==> config.mk <==
export PLATFORM = sky130hd
export DESIGN_NAME = pmodnav_spi_scheduler_flat
export DESIGN_NICKNAME = d
export VERILOG_FILES = /design/src/rtl/pmodnav_spi_scheduler_if.sv /design/src/rtl/pmodnav_spi_scheduler.sv /design/src/flat_wrapper.sv
export SDC_FILE = /design/constraint.sdc
export NUM_CORES = 1
export LEC_CHECK = 0
export BUFFER_PORTS_ARGS = -buffer_cell sky130_fd_sc_hd__buf_2
export CAP_MARGIN = 15
export CORE_UTILIZATION = 30
export CTS_CLUSTER_DIAMETER = 40
export DETAILED_ROUTE_END_ITERATION = 12
export PLACE_DENSITY = 0.62
export SLEW_MARGIN = 0
export SYNTH_ARGS = -nofsm -noshare
export SYNTH_HDL_FRONTEND = slang
export SYNTH_SLANG_ARGS = --single-unit
==> constraint.sdc <==
create_clock -name clk -period 6.3 [get_ports clk]
set_input_delay 0.63 -clock clk [delete_from_list [all_inputs] [get_ports clk]]
set_output_delay 0.63 -clock clk [all_outputs]
set_load 0.03 [all_outputs]
==> src/rtl/pmodnav_spi_scheduler_if.sv <==
// Requester-side bus of the PmodNAV SPI scheduler: per-requester transaction
// requests in, grant/done/read-data status out.
interface pmodnav_spi_scheduler_if;
    logic [2:0]  req;
    logic [2:0]  req_rw;
    logic [20:0] req_addr;
    logic [23:0] req_wdata;
    logic [2:0]  grant;
    logic [2:0]  done;
    logic [7:0]  rdata;
    logic        busy;

    modport master (
        output req, req_rw, req_addr, req_wdata,
        input  grant, done, rdata, busy
    );

    modport slave (
        input  req, req_rw, req_addr, req_wdata,
        output grant, done, rdata, busy
    );
endinterface

==> src/rtl/pmodnav_spi_scheduler.sv <==
// Round-robin scheduler that shares one mode-3 SPI master between the AG, MAG
// and ALT requesters; each transaction is one 16-bit {rw, addr, data} frame.
module pmodnav_spi_scheduler #(
    parameter int CLK_DIV = 4
) (
    input  logic                         clk,
    input  logic                         rst,
    input  logic                         en,
    pmodnav_spi_scheduler_if.slave       bus,
    output logic                         spi_sck_o,
    output logic                         spi_sck_t,
    output logic                         spi_io0_o,
    output logic                         spi_io0_t,
    input  logic                         spi_io1_i,
    output logic [2:0]                   spi_ss_o,
    output logic                         spi_ss_t
);

    typedef enum logic [2:0] {
        IDLE  = 3'd0,
        SETUP = 3'd1,
        SHIFT = 3'd2,
        HOLD  = 3'd3,
        GAP   = 3'd4
    } state_t;

    localparam logic [8:0] DIV      = 9'(CLK_DIV);
    localparam logic [8:0] DIV_M1   = 9'(CLK_DIV - 1);
    localparam logic [8:0] DIV2_M1  = 9'(2 * CLK_DIV - 1);

    // First requester with req set, searching upward from ptr and wrapping.
    function automatic logic [1:0] rr_pick(input logic [2:0] req, input logic [1:0] ptr);
        logic [1:0] pick;
        logic       found;
        int         c;
        pick  = 2'd0;
        found = 1'b0;
        for (int k = 0; k < 3; k++) begin
            c = (int'(ptr) + k) % 3;
            if (!found && req[c]) begin
                found = 1'b1;
                pick  = 2'(c);
            end
        end
        return pick;
    endfunction

    state_t      state_q, state_d;
    logic [8:0]  cnt_q, cnt_d;
    logic [3:0]  bit_q, bit_d;
    logic [1:0]  ptr_q, ptr_d;
    logic [15:0] tx_q, tx_d;
    logic [15:0] rx_q, rx_d;
    logic [2:0]  grant_q, grant_d;
    logic [2:0]  done_q, done_d;
    logic [7:0]  rdata_q, rdata_d;
    logic        busy_q, busy_d;
    logic        sck_q, sck_d;
    logic        io0_q, io0_d;
    logic [2:0]  ss_q, ss_d;
    logic        t_q, t_d;

    logic [1:0]  pick_s;
    logic        pick_rw_s;
    logic [6:0]  pick_addr_s;
    logic [7:0]  pick_wdata_s;

    // Round-robin winner and its request fields, used only in IDLE.
    always_comb begin
        pick_s       = rr_pick(bus.req, ptr_q);
        pick_rw_s    = bus.req_rw[pick_s];
        pick_addr_s  = bus.req_addr[7 * int'(pick_s) +: 7];
        pick_wdata_s = bus.req_wdata[8 * int'(pick_s) +: 8];
    end

    // Next-state and next-output logic for the whole transaction sequence.
    always_comb begin
        state_d = state_q;
        cnt_d   = cnt_q;
        bit_d   = bit_q;
        ptr_d   = ptr_q;
        tx_d    = tx_q;
        rx_d    = rx_q;
        grant_d = grant_q;
        done_d  = 3'b000;
        rdata_d = rdata_q;
        sck_d   = sck_q;
        io0_d   = io0_q;
        ss_d    = ss_q;
        t_d     = t_q;
        case (state_q)
            IDLE: begin
                t_d = ~en;
                if (en && (bus.req != 3'b000)) begin
                    grant_d = 3'b001 << pick_s;
                    ptr_d   = (pick_s == 2'd2) ? 2'd0 : pick_s + 2'd1;
                    tx_d    = {pick_rw_s, pick_addr_s, pick_rw_s ? 8'h00 : pick_wdata_s};
                    cnt_d   = 9'd0;
                    state_d = SETUP;
                end else begin
                    grant_d = 3'b000;
                end
            end
            SETUP: begin
                // Select drops one cycle after the grant; SCK idles high.
                ss_d = ~grant_q;
                if (cnt_q == DIV) begin
                    state_d = SHIFT;
                    cnt_d   = 9'd0;
                    bit_d   = 4'd0;
                    sck_d   = 1'b0;
                    io0_d   = tx_q[15];
                    tx_d    = {tx_q[14:0], 1'b0};
                end else begin
                    cnt_d = cnt_q + 9'd1;
                end
            end
            SHIFT: begin
                if (cnt_q == DIV_M1) begin
                    sck_d = 1'b1;
                    rx_d  = {rx_q[14:0], spi_io1_i};
                end else begin
                    rx_d = rx_q;
                end
                if (cnt_q == DIV2_M1) begin
                    cnt_d = 9'd0;
                    if (bit_q == 4'd15) begin
                        state_d = HOLD;
                    end else begin
                        bit_d = bit_q + 4'd1;
                        sck_d = 1'b0;
                        io0_d = tx_q[15];
                        tx_d  = {tx_q[14:0], 1'b0};
                    end
                end else begin
                    cnt_d = cnt_q + 9'd1;
                end
            end
            HOLD: begin
                if (cnt_q == DIV_M1) begin
                    state_d = GAP;
                    cnt_d   = 9'd0;
                    ss_d    = 3'b111;
                    io0_d   = 1'b0;
                    done_d  = grant_q;
                    rdata_d = rx_q[7:0];
                end else begin
                    cnt_d = cnt_q + 9'd1;
                end
            end
            GAP: begin
                if (cnt_q == 9'd0) begin
                    grant_d = 3'b000;
                end else begin
                    grant_d = grant_q;
                end
                if (cnt_q == DIV_M1) begin
                    state_d = IDLE;
                    cnt_d   = 9'd0;
                end else begin
                    cnt_d = cnt_q + 9'd1;
                end
            end
            default: begin
                state_d = IDLE;
                ss_d    = 3'b111;
                sck_d   = 1'b1;
                grant_d = 3'b000;
            end
        endcase
        busy_d = (state_d != IDLE);
    end

    // State and output registers; reset aborts any frame and releases the bus.
    always_ff @(posedge clk or posedge rst) begin
        if (rst) begin
            state_q <= IDLE;
            cnt_q   <= 9'd0;
            bit_q   <= 4'd0;
            ptr_q   <= 2'd0;
            tx_q    <= 16'h0000;
            rx_q    <= 16'h0000;
            grant_q <= 3'b000;
            done_q  <= 3'b000;
            rdata_q <= 8'h00;
            busy_q  <= 1'b0;
            sck_q   <= 1'b1;
            io0_q   <= 1'b0;
            ss_q    <= 3'b111;
            t_q     <= 1'b1;
        end else begin
            state_q <= state_d;
            cnt_q   <= cnt_d;
            bit_q   <= bit_d;
            ptr_q   <= ptr_d;
            tx_q    <= tx_d;
            rx_q    <= rx_d;
            grant_q <= grant_d;
            done_q  <= done_d;
            rdata_q <= rdata_d;
            busy_q  <= busy_d;
            sck_q   <= sck_d;
            io0_q   <= io0_d;
            ss_q    <= ss_d;
            t_q     <= t_d;
        end
    end

    assign bus.grant = grant_q;
    assign bus.done  = done_q;
    assign bus.rdata = rdata_q;
    assign bus.busy  = busy_q;
    assign spi_sck_o = sck_q;
    assign spi_io0_o = io0_q;
    assign spi_ss_o  = ss_q;
    assign spi_sck_t = t_q;
    assign spi_io0_t = t_q;
    assign spi_ss_t  = t_q;

endmodule

==> src/flat_wrapper.sv <==
// flat-port wrapper written by rule: the top's interface ports become plain ports
module pmodnav_spi_scheduler_flat 
#(
    parameter int CLK_DIV = 4
)
  (clk, rst, en, spi_sck_o, spi_sck_t, spi_io0_o, spi_io0_t, spi_io1_i, spi_ss_o, spi_ss_t, bus_req, bus_req_rw, bus_req_addr, bus_req_wdata, bus_grant, bus_done, bus_rdata, bus_busy);
  pmodnav_spi_scheduler_if bus_i ();
  input  logic clk;
  input  logic rst;
  input  logic en;
  output logic spi_sck_o;
  output logic spi_sck_t;
  output logic spi_io0_o;
  output logic spi_io0_t;
  input  logic spi_io1_i;
  output logic [2:0] spi_ss_o;
  output logic spi_ss_t;
  input wire logic [$bits(bus_i.req)-1:0] bus_req;
  input wire logic [$bits(bus_i.req_rw)-1:0] bus_req_rw;
  input wire logic [$bits(bus_i.req_addr)-1:0] bus_req_addr;
  input wire logic [$bits(bus_i.req_wdata)-1:0] bus_req_wdata;
  output wire logic [$bits(bus_i.grant)-1:0] bus_grant;
  output wire logic [$bits(bus_i.done)-1:0] bus_done;
  output wire logic [$bits(bus_i.rdata)-1:0] bus_rdata;
  output wire logic [$bits(bus_i.busy)-1:0] bus_busy;
  assign bus_i.req = bus_req;
  assign bus_i.req_rw = bus_req_rw;
  assign bus_i.req_addr = bus_req_addr;
  assign bus_i.req_wdata = bus_req_wdata;
  assign bus_grant = bus_i.grant;
  assign bus_done = bus_i.done;
  assign bus_rdata = bus_i.rdata;
  assign bus_busy = bus_i.busy;
  pmodnav_spi_scheduler #(.CLK_DIV(CLK_DIV)) u_core (.clk(clk), .rst(rst), .en(en), .bus(bus_i), .spi_sck_o(spi_sck_o), .spi_sck_t(spi_sck_t), .spi_io0_o(spi_io0_o), .spi_io0_t(spi_io0_t), .spi_io1_i(spi_io1_i), .spi_ss_o(spi_ss_o), .spi_ss_t(spi_ss_t));
endmodule
# After elaboration in Yosys (flattened, before gate mapping)
# Index checks and enable logic that the tools add are counted.
[totals]
ff_bits = 63
output_inout_bits = 23
in_bits = 55
word_cells = 133
[op_classes]
shift = 3
n_eq_ne = 15
bitwise = 5
reduce_logical = 27
multipliers = 1
muxes = 56
n_lt_le_gt_ge = 4
div = 3
addsub = 5
[op_table]
columns = ["operator", "count"]
rows = [
  ["< comparator 32 x 4 -> 1 bit, second input constant", 3],
  ["remainder unit 32 x 3 -> 32 bit, second input constant", 2],
  ["2-to-1 mux 16 bit", 4],
  ["case mux 16 bit (3 select lines)", 1],
  ["2-to-1 mux 9 bit", 4],
  ["case mux 9 bit (4 select lines)", 1],
  ["2-to-1 mux 3 bit", 11],
  ["remainder unit 3 x 3 -> 32 bit, second input constant", 1],
  ["variable part select 21 x 32 -> 7 bit", 1],
  ["variable part select 24 x 6 -> 8 bit", 1],
  ["equality test 9 x 3 -> 1 bit, second input constant", 2],
  ["case mux 3 bit (3 select lines)", 2],
  ["2-to-1 mux 1 bit", 17],
  ["case mux 3 bit (5 select lines)", 1],
  ["AND reduction 2 bit", 7],
  ["2-to-1 mux 4 bit", 3],
  ["nonzero test 3 bit", 4],
  ["!= test 2 x 1 -> 1 bit, second input constant", 5],
  ["AND reduction 5 bit", 2],
  ["adder 9 x 1 -> 9 bit, second input constant", 1],
  ["equality test 9 x 2 -> 1 bit, second input constant", 1],
  ["zero test 9 bit", 1],
  ["OR reduction 3 bit", 3],
  ["binary-select mux 1 bit (select 2 bit)", 4],
  ["other kinds (26)", 37],
]

# Logic depth before layout (Yosys ltp)
# Gate-level depths: netlist (run 1).
[depth]
depth_word = 16
ltp_mapped = 10

# Least setup slack after synthesis (run 1)
# No wires, ideal clock.
[synth_timing]
path_type = "reg2reg"
from = "register u_core.ptr_q[0]"
to = "register u_core.tx_q[3]"
required_ns = 6.223
period_less_slack_ns = 2.137
setup_ns = 0.077
t_arrival_ns = 2.059
setup_slack_ns = 4.163
stages_incl_launch_ff = 11
path_cell_list = "dfrtp_1 -> inv_1 -> ha_1 -> nor3b_1 -> a21oi_1 -> and3_1 -> buf_2 -> a221o_1 -> buf_6 -> a21o_1 -> a21oi_1"
[synth_between]
elab_chain_len = 16
word_cells_on_any_way = 29
classes_between = "2 x add/sub; 3 x div; 1 x shift; 19 x mux; 4 x reduce/logical"
[synth_lines]
columns = ["item", "line", "source"]
rows = [
  ["start, declared", "pmodnav_spi_scheduler.sv:51", "logic [1:0] ptr_q, ptr_d;"],
  ["start signal, assigned", "pmodnav_spi_scheduler.sv:195", "ptr_q <= ptr_d;"],
  ["branches (longest 10 deep; another with remainder unit 32 x 3 -> 32 bit)", "n/a", ""],
  ["2-to-1 mux 2 bit (*)", "pmodnav_spi_scheduler.sv:40", "if (!found && req[c]) begin"],
  ["branches (longest 2 deep; another with variable part select 24 x 6 -> 8 bit)", "n/a", ""],
  ["2-to-1 mux 8 bit (*)", "pmodnav_spi_scheduler.sv:97", "tx_d = {pick_rw_s, pick_addr_s, pick_rw_s ? 8'h00 : pick_wdata_s};"],
  ["2-to-1 mux 16 bit (*)", "pmodnav_spi_scheduler.sv:94", "if (en && (bus.req != 3'b000)) begin"],
  ["case mux 16 bit (3 select lines) (*)", "pmodnav_spi_scheduler.sv:91", "case (state_q)"],
  ["end signal, assigned", "pmodnav_spi_scheduler.sv:196", "tx_q <= tx_d;"],
  ["end, declared", "pmodnav_spi_scheduler.sv:52", "logic [15:0] tx_q, tx_d;"],
]
# Mark *: on every way between the ends. The select of a mux whose other input is x is not followed.
# A chain may end at the register's enable or synchronous reset.

# Final worst setup path (run 1)
[layout_timing]
from = "register u_core.ptr_q[0]"
to = "register u_core.tx_q[15]"
[layout_between]
elab_chain_len = 15
word_cells_on_any_way = 27
classes_between = "2 x add/sub; 3 x div; 18 x mux; 4 x reduce/logical"
[layout_lines]
columns = ["item", "line", "source"]
rows = [
  ["branches (longest 10 deep; another with remainder unit 32 x 3 -> 32 bit)", "n/a", ""],
  ["2-to-1 mux 2 bit (*)", "pmodnav_spi_scheduler.sv:40", ""],
  ["binary-select mux 1 bit (select 2 bit) (*)", "pmodnav_spi_scheduler.sv:71", "pick_rw_s = bus.req_rw[pick_s];"],
  ["2-to-1 mux 1 bit (implied by the code) (*)", "pmodnav_spi_scheduler.sv:71", ""],
  ["2-to-1 mux 16 bit (*)", "pmodnav_spi_scheduler.sv:94", ""],
  ["case mux 16 bit (3 select lines) (*)", "pmodnav_spi_scheduler.sv:91", ""],
]
# Marks and branches as above.

==> results.md, run 1 <==
* Status: finished clean
* Met2 Track Usage GR at between 20 and 25%
* Die Y at between 100 and 150 µm
* Setup CP Type: reg2reg
* Synth Area in Compound Gates at approximately a quarter
* Crit. End Element: register
* Vias in the first global route at 2718
* Hold Path Cell Cnt at 2
* Count of final setup violators at 0
* Crit Path Max Fanout at 19
* GR Util All Layers at between 10% and 20%
* Post-Synthesis Cells at 338
* Setup TNS at 0 ns
* WP buf/inv at 1
* Slew Limit Fails at 0
* Reg2reg start: u_core.ptr_q[0]$_DFFE_PP0P_
* Routability cong. at approximately 0.81
* Largest family of logic cells by synthesized area: compound AO/OA/AOI/OAI gates
* CTS resizes at 0
* Synth async-reset ratio at 100%
* F_max at about 0.38 GHz
* CP most frequent cell: o21ai_0
* Synth cell count leaders: dfrtp_1, nand2_1, a21oi_1
* Number of diodes at 0
* RSZ-0062 raised after global routing: no
* H-tree depth at 3
* Gr busiest metal: met2
* First-pass GRT wire length at 13200 µm
* Avg WL per Cell at ~14 µm
* CORE AREA at between 10000 and 15000 µm²
* CTS max path bufs at 2
* Yosys top cell by area: dfrtp_1
* Worst clock skew at around 0.008 ns
* IO Pins at 78
* CP Launch Type: register
* Post-synth EDFFs at 0
* Adder-cell area share of the yosys netlist at approximately 1.9%
* Mean Syn Cell Area at slightly below 10 µm²
* Max stage delay on crit path at between 0.6 and 0.7 ns
* Rel. slew slack at about 33%
* Tightest Pin Transition at around 1 ns
* Worst Path Required at approximately 6.6 ns
* Post-CTS Setup Inserts at 0
* Total vias in the final route at approximately 2800
* Share of cells above drive strength 1 at between 30% and 40%
* Largest cells by area after synthesis: dfrtp_1, mux2_2, a21oi_1, dfstp_2, nand2_1
* Hold path start: en
* Nets at 472
* Slowest cell on the critical path: and3_1
* Gr ovfl total at 0
* Initial antenna violation count at 0
* Power, Total at roughly 830 µW
* Leakage at roughly 1.9 nW
* Xor and xnor area share after synthesis at 1.04%
* Post-CTS Hold Buffers at 0
* CTS sink cnt at 63
* Worst-skew pair later-pin latency at 0.35 ns
* Pin count of the biggest net entering global routing at 64
* # rows at 38
* PwrDens at ~200 nW/µm²
* DIE AREA at approximately 12000 µm²
* Final worst path period share at about 41%
* Synth Flop Type: dfrtp_1
* Crit-path cells: inv_1 > ha_1 > nand2b_4 > a21oi_1 > and3_1 > a221o_1 > o21ai_0 > o21ai_0
* P&R area growth vs syn at 20.9%
* Final min period at roughly 2.6 ns
* CTS tree: yes
* Average vias per placed instance at 5.10
* Post-synthesis sequential area ratio at 47.1%
* Die X at approximately 110 µm
* GRT met1 Usage at between 10% and 20%
* Synth cell types at between 50 and 60
* Starting Density at a little under a third
* Residual DRC count at 0
* Hold crit path type: in2reg
* Clock slew at reported path FFs at ~0.070 ns
* Detailed Place HPWL at 5740 µm
* Reg-to-Reg End: u_core.tx_q[15]$_DFFE_PP0P_
* Share of the synthesized area in the top cell type at approximately 43%
* Most frequent cell after synthesis: dfrtp_1
* CTS Buf Count at 9
* Final hold viol count at 0
* PortBufs at slightly below 80
* Critical Path AT at between 2 and 3 ns
* Post-synthesis mux area share at around 6.6%
* Synth Cell Area at around 3400 µm²
* Met3 usage at ~3.3%
* CP top delay family: compound AO/OA/AOI/OAI gates
* Max Cap Violations at 0
* DRT antenna net count at 0
* Min-Delay Endpoint: u_core.spi_io0_t$_DFFE_PP1P_
* Iter 0 DRT Violations at 150
* VDD IR max at approximately 0.092 mV
* FF+latch count, synth at 63
* FF-to-FF path depth at 8
* Routed WL at 7940 µm
* Synth Net Count at ~400
* YS warnings at 0
* First drt pass iteration count at 4
* Root buffer cell: clkbuf_8
* Flop2flop setup slack at 3.69 ns
* Post-Synth Simple-Gate Area at 15.3%
-- flip-flops by register name (all words and copies together), names as in the netlist --
register / flops
u_core.bit_q: 4
u_core.bus.busy: 1
u_core.bus.done: 3
u_core.bus.grant: 3
u_core.bus.rdata: 8
u_core.cnt_q: 9
u_core.ptr_q: 2
u_core.rx_q: 8
u_core.spi_io0_o: 1
u_core.spi_io0_t: 1
u_core.spi_sck_o: 1
u_core.spi_ss_o: 3
u_core.state_q: 3
u_core.tx_q: 16
-- worst max-delay path by stage --
stage                                            from  cells past startpoint  slack [ns]                     endpoint
after CTS                 u_core.state_q[1]$_DFF_PP0_                      6        3.49  u_core.tx_q[15]$_DFFE_PP0P_
after global placement    u_core.state_q[1]$_DFF_PP0_                      6        3.68  u_core.tx_q[15]$_DFFE_PP0P_
after global routing      u_core.ptr_q[0]$_DFFE_PP0P_                      8        3.46  u_core.tx_q[15]$_DFFE_PP0P_
final                     u_core.ptr_q[0]$_DFFE_PP0P_                      8        3.69  u_core.tx_q[15]$_DFFE_PP0P_
after floorplan                                   rst                      1        4.11  u_core.bit_q[0]$_DFFE_PP0P_
after detailed placement  u_core.state_q[1]$_DFF_PP0_                      6        3.51  u_core.tx_q[15]$_DFFE_PP0P_
-- logic make-up (layout without fill, tap and decap cells) --
group / Yosys count / in the layout
AOI/OAI and AO/OA: 117 / 117
and+or+nand+nor: 102 / 102
DFF: 63 / 63
buffers and inverters: 27 / 106
muxes: 20 / 20
adders and majority gates: 5 / 5
xor gates and xnor gates: 4 / 4
-- cell usage in the layout, fill, tap and decap left out, types with 5 or more instances in the layout --
cell and n:
a211oi_1 7, a21o_1 14, a21oi_1 28, a22o_1 13, a22oi_1 7, buf_2 77
clkbuf_8 9, dfrtp_1 58, dfstp_2 5, ha_1 5, inv_1 9, mux2_2 18
nand2_1 35, nand3_1 6, nor2_1 27, nor3_1 6, o21ai_0 22
-- worst register-to-register path: stages, from the launching register on --
cell	delay, ns
dfrtp_1	0.37
inv_1	0.06
ha_1	0.37
nand2b_4	0.09
a21oi_1	0.21
and3_1	0.67
a221o_1	0.49
o21ai_0	0.14
o21ai_0	0.15
-- routing by layer --
layer  vias to the layer above  part of all wire [%]
met1                      1372                    47
li1                       1373                     -
met2                        81                    46
met4                         0                   2.8
met5                         -                     0
met3                        16                   4.8
-- final cells by class --
| type | instances | area [µm²] |
|---|---|---|
| clock buffer | 10 | 128 |
| tap | 140 | 175 |
| clock inverter | 6 | 85.1 |
| timing repair buffer | 80 | 412 |
| inverter | 10 | 37.5 |
| multi-input combinational | 248 | 1640 |
| sequential | 63 | 1580 |
| fill | 1068 | 6830 |
-- power breakdown --
part	total (mW)	leakage, nW	internal (mW)	switching, mW
clock	0.380	0.102	0.221	0.159
sequential	0.405	0.838	0.405	0
combinational	0.0443	0.955	0.0198	0.0245
-- stage by stage --
| step | setup slack (ns) | std cells | hold WS, ns | util, % | cell area [µm²] |
|---|---|---|---|---|---|
| after global placement | 3.68 | 540 | 0.457 | 35.3 | 3840 |
| after global routing | 3.46 | 557 | 0.458 | 37.3 | 4060 |
| after floorplan | 4.11 | 338 | 0.445 | - | 3360 |
| after detailed placement | 3.51 | 540 | 0.466 | 35.3 | 3840 |
| after CTS | 3.49 | 556 | 0.458 | 37.2 | 4050 |
| final | 3.69 | 557 | 0.464 | 37.3 | 4060 |
No activity file was read; power rests on OpenSTA's default activity.
==> inputs of run 2 (changes only) <==
Settings changed: PLACE_DENSITY 0.62 to 0.63.
Clock period 6.3 ns to 2.2 ns, I/O delays scaled along.
==> run 2 against run 1 <==
Against the previous run:
- register-to-register slack got worse by 3.6 ns
- maximum frequency increased by 21%
- cell count increased by 3.2%
- critical path type unchanged
- routed wire length rose by 1.8%
- sequential share of layout area decreased by 2.1 points
==> results.md, run 2 (same netlist as run 1, synthesis figures left out) <==
* Max reg flops at 16
* Average vias per placed instance at 4.98
* PortBufs at just under 80
* Final hold viol count at 0
* Residual DRC count at 0
* CP Launch Type: register
* Die X at 108 µm
* Most frequent cells in the layout: buf_2, dfrtp_1, nand2_1
* Worst clock skew at 0.0145 ns
* Final worst path period share at between 90 and 100%
* Crit-path cells: inv_2 > ha_4 > nand2b_4 > a2111oi_4 > a311oi_2 > a221o_1 > buf_6 > a21o_1 > a21oi_2
* Hold Path Cell Cnt at 2
* Max Cap Violations at 0
* Tightest Pin Transition at 0.411 ns
* Slew Limit Fails at 0
* Setup CP Type: reg2reg
* F_max at 0.463 GHz
* Critical Path AT at ~2.4 ns
* CTS Buf Count at 9
* Finished Layout Cells at ~580
* RSZ-0062 raised after global routing: yes
* Met3 usage at approximately 2.7%
* VDD IR max at 0.303 mV
* PwrDens at around 560 nW/µm²
* Leakage at between 2 and 2.5 nW
* Worst Path Required at approximately 2.5 ns
* Avg WL per Cell at 14.1 µm
* # fillers at ~1100
* Total vias in the final route at 2862
* Iter 0 DRT Violations at between 150 and 200
* GR Util All Layers at around 15%
* Root buffer cell: clkbuf_8
* Clock slew at reported path FFs at around 0.08 ns
* First drt pass iteration count at 4
* Die Y at about 110 µm
* DRT antenna net count at 0
* Number of diodes at 0
* Routed WL at a little over 8000 µm
* Initial antenna violation count at 0
* Max stage delay on crit path at 0.43 ns
* H-tree depth at 3
* Placed Instance Area at ~4000 µm²
* Starting Density at 30.9%
* CTS sink cnt at 63
* Pin count of the biggest net entering global routing at 64
* Slowest cell on the critical path: dfrtp_1
* Most flop-heavy register: u_core.tx_q
* Gr ovfl total at 0
* FF-to-FF path depth at 9
* Status: finished clean
* CORE AREA at around 11000 µm²
* Final min period at between 2 and 2.5 ns
* Flop2flop setup slack at ~0.04 ns
* CTS max path bufs at 2
* Crit. End Element: register
* Reg area at 1580 µm²
* P&R area growth vs syn at 27.7%
* Worst-skew pair later-pin latency at roughly 0.34 ns
* Vias in the first global route at ~2800
* Routability cong. at 0.777
* Rel. slew slack at 72.4%
* Share of cells above drive strength 1 at between 30% and 40%
* CTS tree: yes
* Met2 Track Usage GR at between 20% and 30%
* DIE AREA at approximately 12000 µm²
* Gr busiest metal: met2
* First-pass GRT wire length at roughly 13000 µm
* Commonest non-fill, non-tap cell in the layout: buf_2
* Nets at 490
* Largest registers: u_core.tx_q (16), u_core.cnt_q (9)
* Cell area after layout at ~4300 µm²
* IO Pins at a little under 80
* Count of final setup violators at 0
* Hold crit path type: in2reg
* GRT met1 Usage at between 15 and 20%
* Crit Path Max Fanout at 8
* Detailed Place HPWL at slightly below 6000 µm
* Placed cells at about 560
* Multi-input gate area at about 1700 µm²
* # rows at 38
==> run 2: changes by cell type in the layout (fill, tap and decap cells not counted), sizes merged <==
cell / previous run / this run
clkbuf: 10 / 12
clkinvlp: 2 / 0
buf: 80 / 97
dlygate4sd3: 0 / 1
==> run 2: timing repair <==
item	in CTS	in global routing
setup endpoints to repair	7	15
hold endpoints to repair	58	0
pin swaps	0	7
hold buffers	1	0
resized for setup	2	13
buffers inserted	0	2
==> run 2: routing by layer <==
metal,vias up,share of wire (%)
li1,1414,-
met1,1372,46
met2,61,48
met3,15,3.8
met4,0,2.1
met5,-,0
==> run 2: worst max-delay path: cells and delay by family (launching register included) <==
family          cells  cell delay (ns)
compound gates      5             1.06
flops               1             0.43
fa+ha+maj           1             0.31
buf+inv             2             0.21
simple gates        1             0.07
==> run 2: final cells by class <==
class,instances,area share [%]
multi-input combinational,248,39.7
sequential,63,36.9
timing repair buffer,98,13.5
tap,140,4.08
clock buffer,12,3.38
clock inverter,4,1.63
inverter,10,0.875
==> run 2: worst paths after layout <==
kind / from / end
setup reg to reg: u_core.ptr_q[0]$_DFFE_PP0P_ / u_core.tx_q[4]$_DFFE_PP0P_
min in group asynchronous: rst / u_core.state_q[2]$_DFF_PP0_
setup / recovery: u_core.ptr_q[0]$_DFFE_PP0P_ / u_core.tx_q[4]$_DFFE_PP0P_
hold / removal: en / u_core.spi_io0_t$_DFFE_PP1P_
hold reg to reg: u_core.tx_q[11]$_DFFE_PP0P_ / u_core.tx_q[11]$_DFFE_PP0P_
max in group asynchronous: rst / u_core.spi_io0_t$_DFFE_PP1P_
==> run 2: power by group <==
part / total, mW / switching, mW / internal, mW
clock network: 1.11 / 0.441 / 0.666
registers: 1.16 / 0 / 1.16
logic: 0.137 / 0.0729 / 0.0643
==> run 2: metrics by stage <==
step	setup slack [ns]	TNS [ns]	total power, mW	utilization [%]	hold slack, ns
6_report	0.0402	0	2.40	39.4	0.0700
5_1_grt	-0.0457	-0.200	2.50	39.4	0.0566
4_1_cts	0.0156	0	2.43	38.8	0.0567
3_5_place_dp	-0.0573	-0.221	1.31	36.6	0.317
3_3_place_gp	0.0652	0	1.31	36.6	0.316
2_1_floorplan	0.0632	0	1.24	-	0.295
==> inputs of run 3 (changes only) <==
Settings changed: CORE_UTILIZATION 30 to 49, PLACE_DENSITY 0.63 to 0.89.
==> run 3 against run 2 <==
Against the previous run:
- the run now ends with design-rule violations left
- clock-buffer cell count fell by 2
- critical path depth decreased by 2
- maximum frequency decreased by 1.6%
- sequential power hardly changed
- design area is 0.99% lower
- die area is 38% lower
- largest cell class unchanged
==> results.md, run 3 (same netlist as run 1, synthesis figures left out) <==
* Status: complete, but fails checks
* Failing checks: design-rule violations
* Pin count of the biggest net entering global routing at 64
* Setup CP Type: reg2reg
* Slowest cell on the critical path: a221o_2
* GR Util All Layers at approximately a quarter
* Final Util at between 60 and 70%
* Gr ovfl total at 0
* DRT antenna net count at 0
* Largest registers: u_core.tx_q (16), u_core.cnt_q (9)
* Crit-path cells: ha_4 > nand2b_4 > a2111oi_4 > a311oi_4 > a221o_2 > a21o_1 > a21oi_2
* WL met3 at 639 µm
* # rows at 29
* Nets at slightly below 500
* F_max at 0.455 GHz
* VDD IR max at approximately 0.41 mV
* H-tree depth at 3
* First drt pass iteration count at 9
* Worst Path Required at between 2 and 2.5 ns
* CORE AREA at between 6000 and 7000 µm²
* CP Launch Type: register
* Starting Density at between 50% and 60%
* Tightest Pin Transition at 0.467 ns
* Residual DRC count at 3
* Routed WL at between 8000 and 9000 µm
* Leakage at around 2.0 nW
* Share of cells above drive strength 1 at 36.1%
* Worst clock skew at between 0.01 and 0.015 ns
* Clock slew at reported path FFs at 0.08 ns
* Rel. slew slack at around two thirds
* DIE AREA at ~7200 µm²
* Commonest non-fill, non-tap cell in the layout: buf_2
* Root buffer cell: clkbuf_8
* Most flop-heavy register: u_core.tx_q
* Hold crit path type: in2reg
* P&R area growth vs syn at 26.4%
* Slew Limit Fails at 0
* Final min period at roughly 2.2 ns
* Max stage delay on crit path at ~0.47 ns
* Crit. End Element: register
* CP top delay family: compound AO/OA/AOI/OAI gates
* Max Cap Violations at 0
* IO Pins at 78
* First-pass GRT wire length at ~14000 µm
* RSZ-0062 raised after global routing: yes
* PwrDens at between 500 and 600 nW/µm²
* Worst-skew pair later-pin latency at approximately 0.35 ns
* Routed wl met2 at approximately 4200 µm
* CTS sink cnt at 63
* Initial antenna violation count at 0
* Most frequent cells in the layout: buf_2, dfrtp_1, nand2_1
* Die Y at approximately 85 µm
* Uppermost layer routed: met4
* Count of final setup violators at 0
* Final worst path period share at 99.8%
* Crit Path Max Fanout at 5
* Average vias per placed instance at ~6.1
* Power, Total at around 2.5 mW
* Avg WL per Cell at between 15 and 20 µm
* Routability cong. at roughly 0.8
* WP buf/inv at 0
* Final hold viol count at 0
* Vias in the first global route at 2955
* CTS max path bufs at 2
* Number of diodes at 0
* M1 WL at around 3700 µm
* Die X at approximately 85 µm
* Critical Path AT at about 2.5 ns
* Iter 0 DRT Violations at approximately 260
* CTS tree: yes
* Total vias in the final route at 3115
* CTS Buf Count at 9
* Detailed Place HPWL at approximately 5800 µm
* Max reg flops at 16
* PortBufs at 77
## run 3: cell count changes in the layout (fill, tap and decap cells not counted), moves of 2 or more
cell,delta
clkbuf_1,-2
buf_4,-2
a21oi_1,+4
a21oi_2,-4
buf_12,+2
clkinv_2,-2
clkinvlp_4,+2
## run 3: worst reg2reg max path: stages (launching register included)
cell and delay (ns):
dfrtp_1 0.44, ha_4 0.33, nand2b_4 0.08, a2111oi_4 0.38, a311oi_4 0.12, a221o_2 0.47
a21o_1 0.20, a21oi_2 0.13
## run 3: worst paths after layout
kind / start / endpoint / slack, ns / cells past startpoint
setup reg to reg: u_core.ptr_q[1]$_DFFE_PP0P_ / u_core.tx_q[1]$_DFFE_PP0P_ / 0.004 / 7
setup / recovery: u_core.ptr_q[1]$_DFFE_PP0P_ / u_core.tx_q[1]$_DFFE_PP0P_ / 0.004 / 7
hold / removal: en / u_core.spi_io0_t$_DFFE_PP1P_ / 0.07 / 2
max in group asynchronous: rst / u_core.spi_sck_o$_DFFE_PP1P_ / 1.41 / 4
hold reg to reg: u_core.tx_q[10]$_DFFE_PP0P_ / u_core.tx_q[10]$_DFFE_PP0P_ / 0.49 / 2
min in group asynchronous: rst / u_core.bus.rdata[2]$_DFFE_PP0P_ / 0.48 / 4
## run 3: through the flow
step	cell area (µm²)	cells	setup WS [ns]	hold slack (ns)	setup TNS (ns)
after floorplan	3360	338	0.0632	0.295	0
after global placement	3870	489	0.0778	0.307	0
after detailed placement	3870	489	-0.0499	0.314	-0.365
after CTS	4140	507	0.0240	0.0564	0
after global routing	4250	512	-0.0524	0.0550	-0.341
final	4250	512	0.00449	0.0652	0
## run 3: per-layer routing
layer	vias to the layer above	GRT usage (%)
met2	151	37.3
li1	1416	-
met4	0	9.40
met1	1519	32.8
met3	29	6.49
met5	-	0
## run 3: layout make-up
| cell class | count | area [µm²] |
|---|---|---|
| Multi-Input combinational cell | 249 | 1710 |
| Inverter | 10 | 37.5 |
| Clock buffer | 10 | 138 |
| Tap cell | 77 | 96.3 |
| Fill cell | 473 | 2250 |
| Timing Repair Buffer | 97 | 592 |
| Sequential cell | 63 | 1580 |
| Clock inverter | 6 | 92.6 |
## run 3: power by group
part	leakage, nW	switching (mW)	internal (mW)
combinational	1.05	0.0795	0.0729
sequential	0.838	0	1.16
clock	0.109	0.492	0.674
total	2.00	0.572	1.90
## run 3: repair_timing
item,4_1_cts,5_1_grt
setup buffers,0,4
setup endpoints to repair,10,30
pin swaps,1,7
hold endpoints to repair,58,0
cloned,1,1
hold buffers,1,0
gates resized for setup,3,13
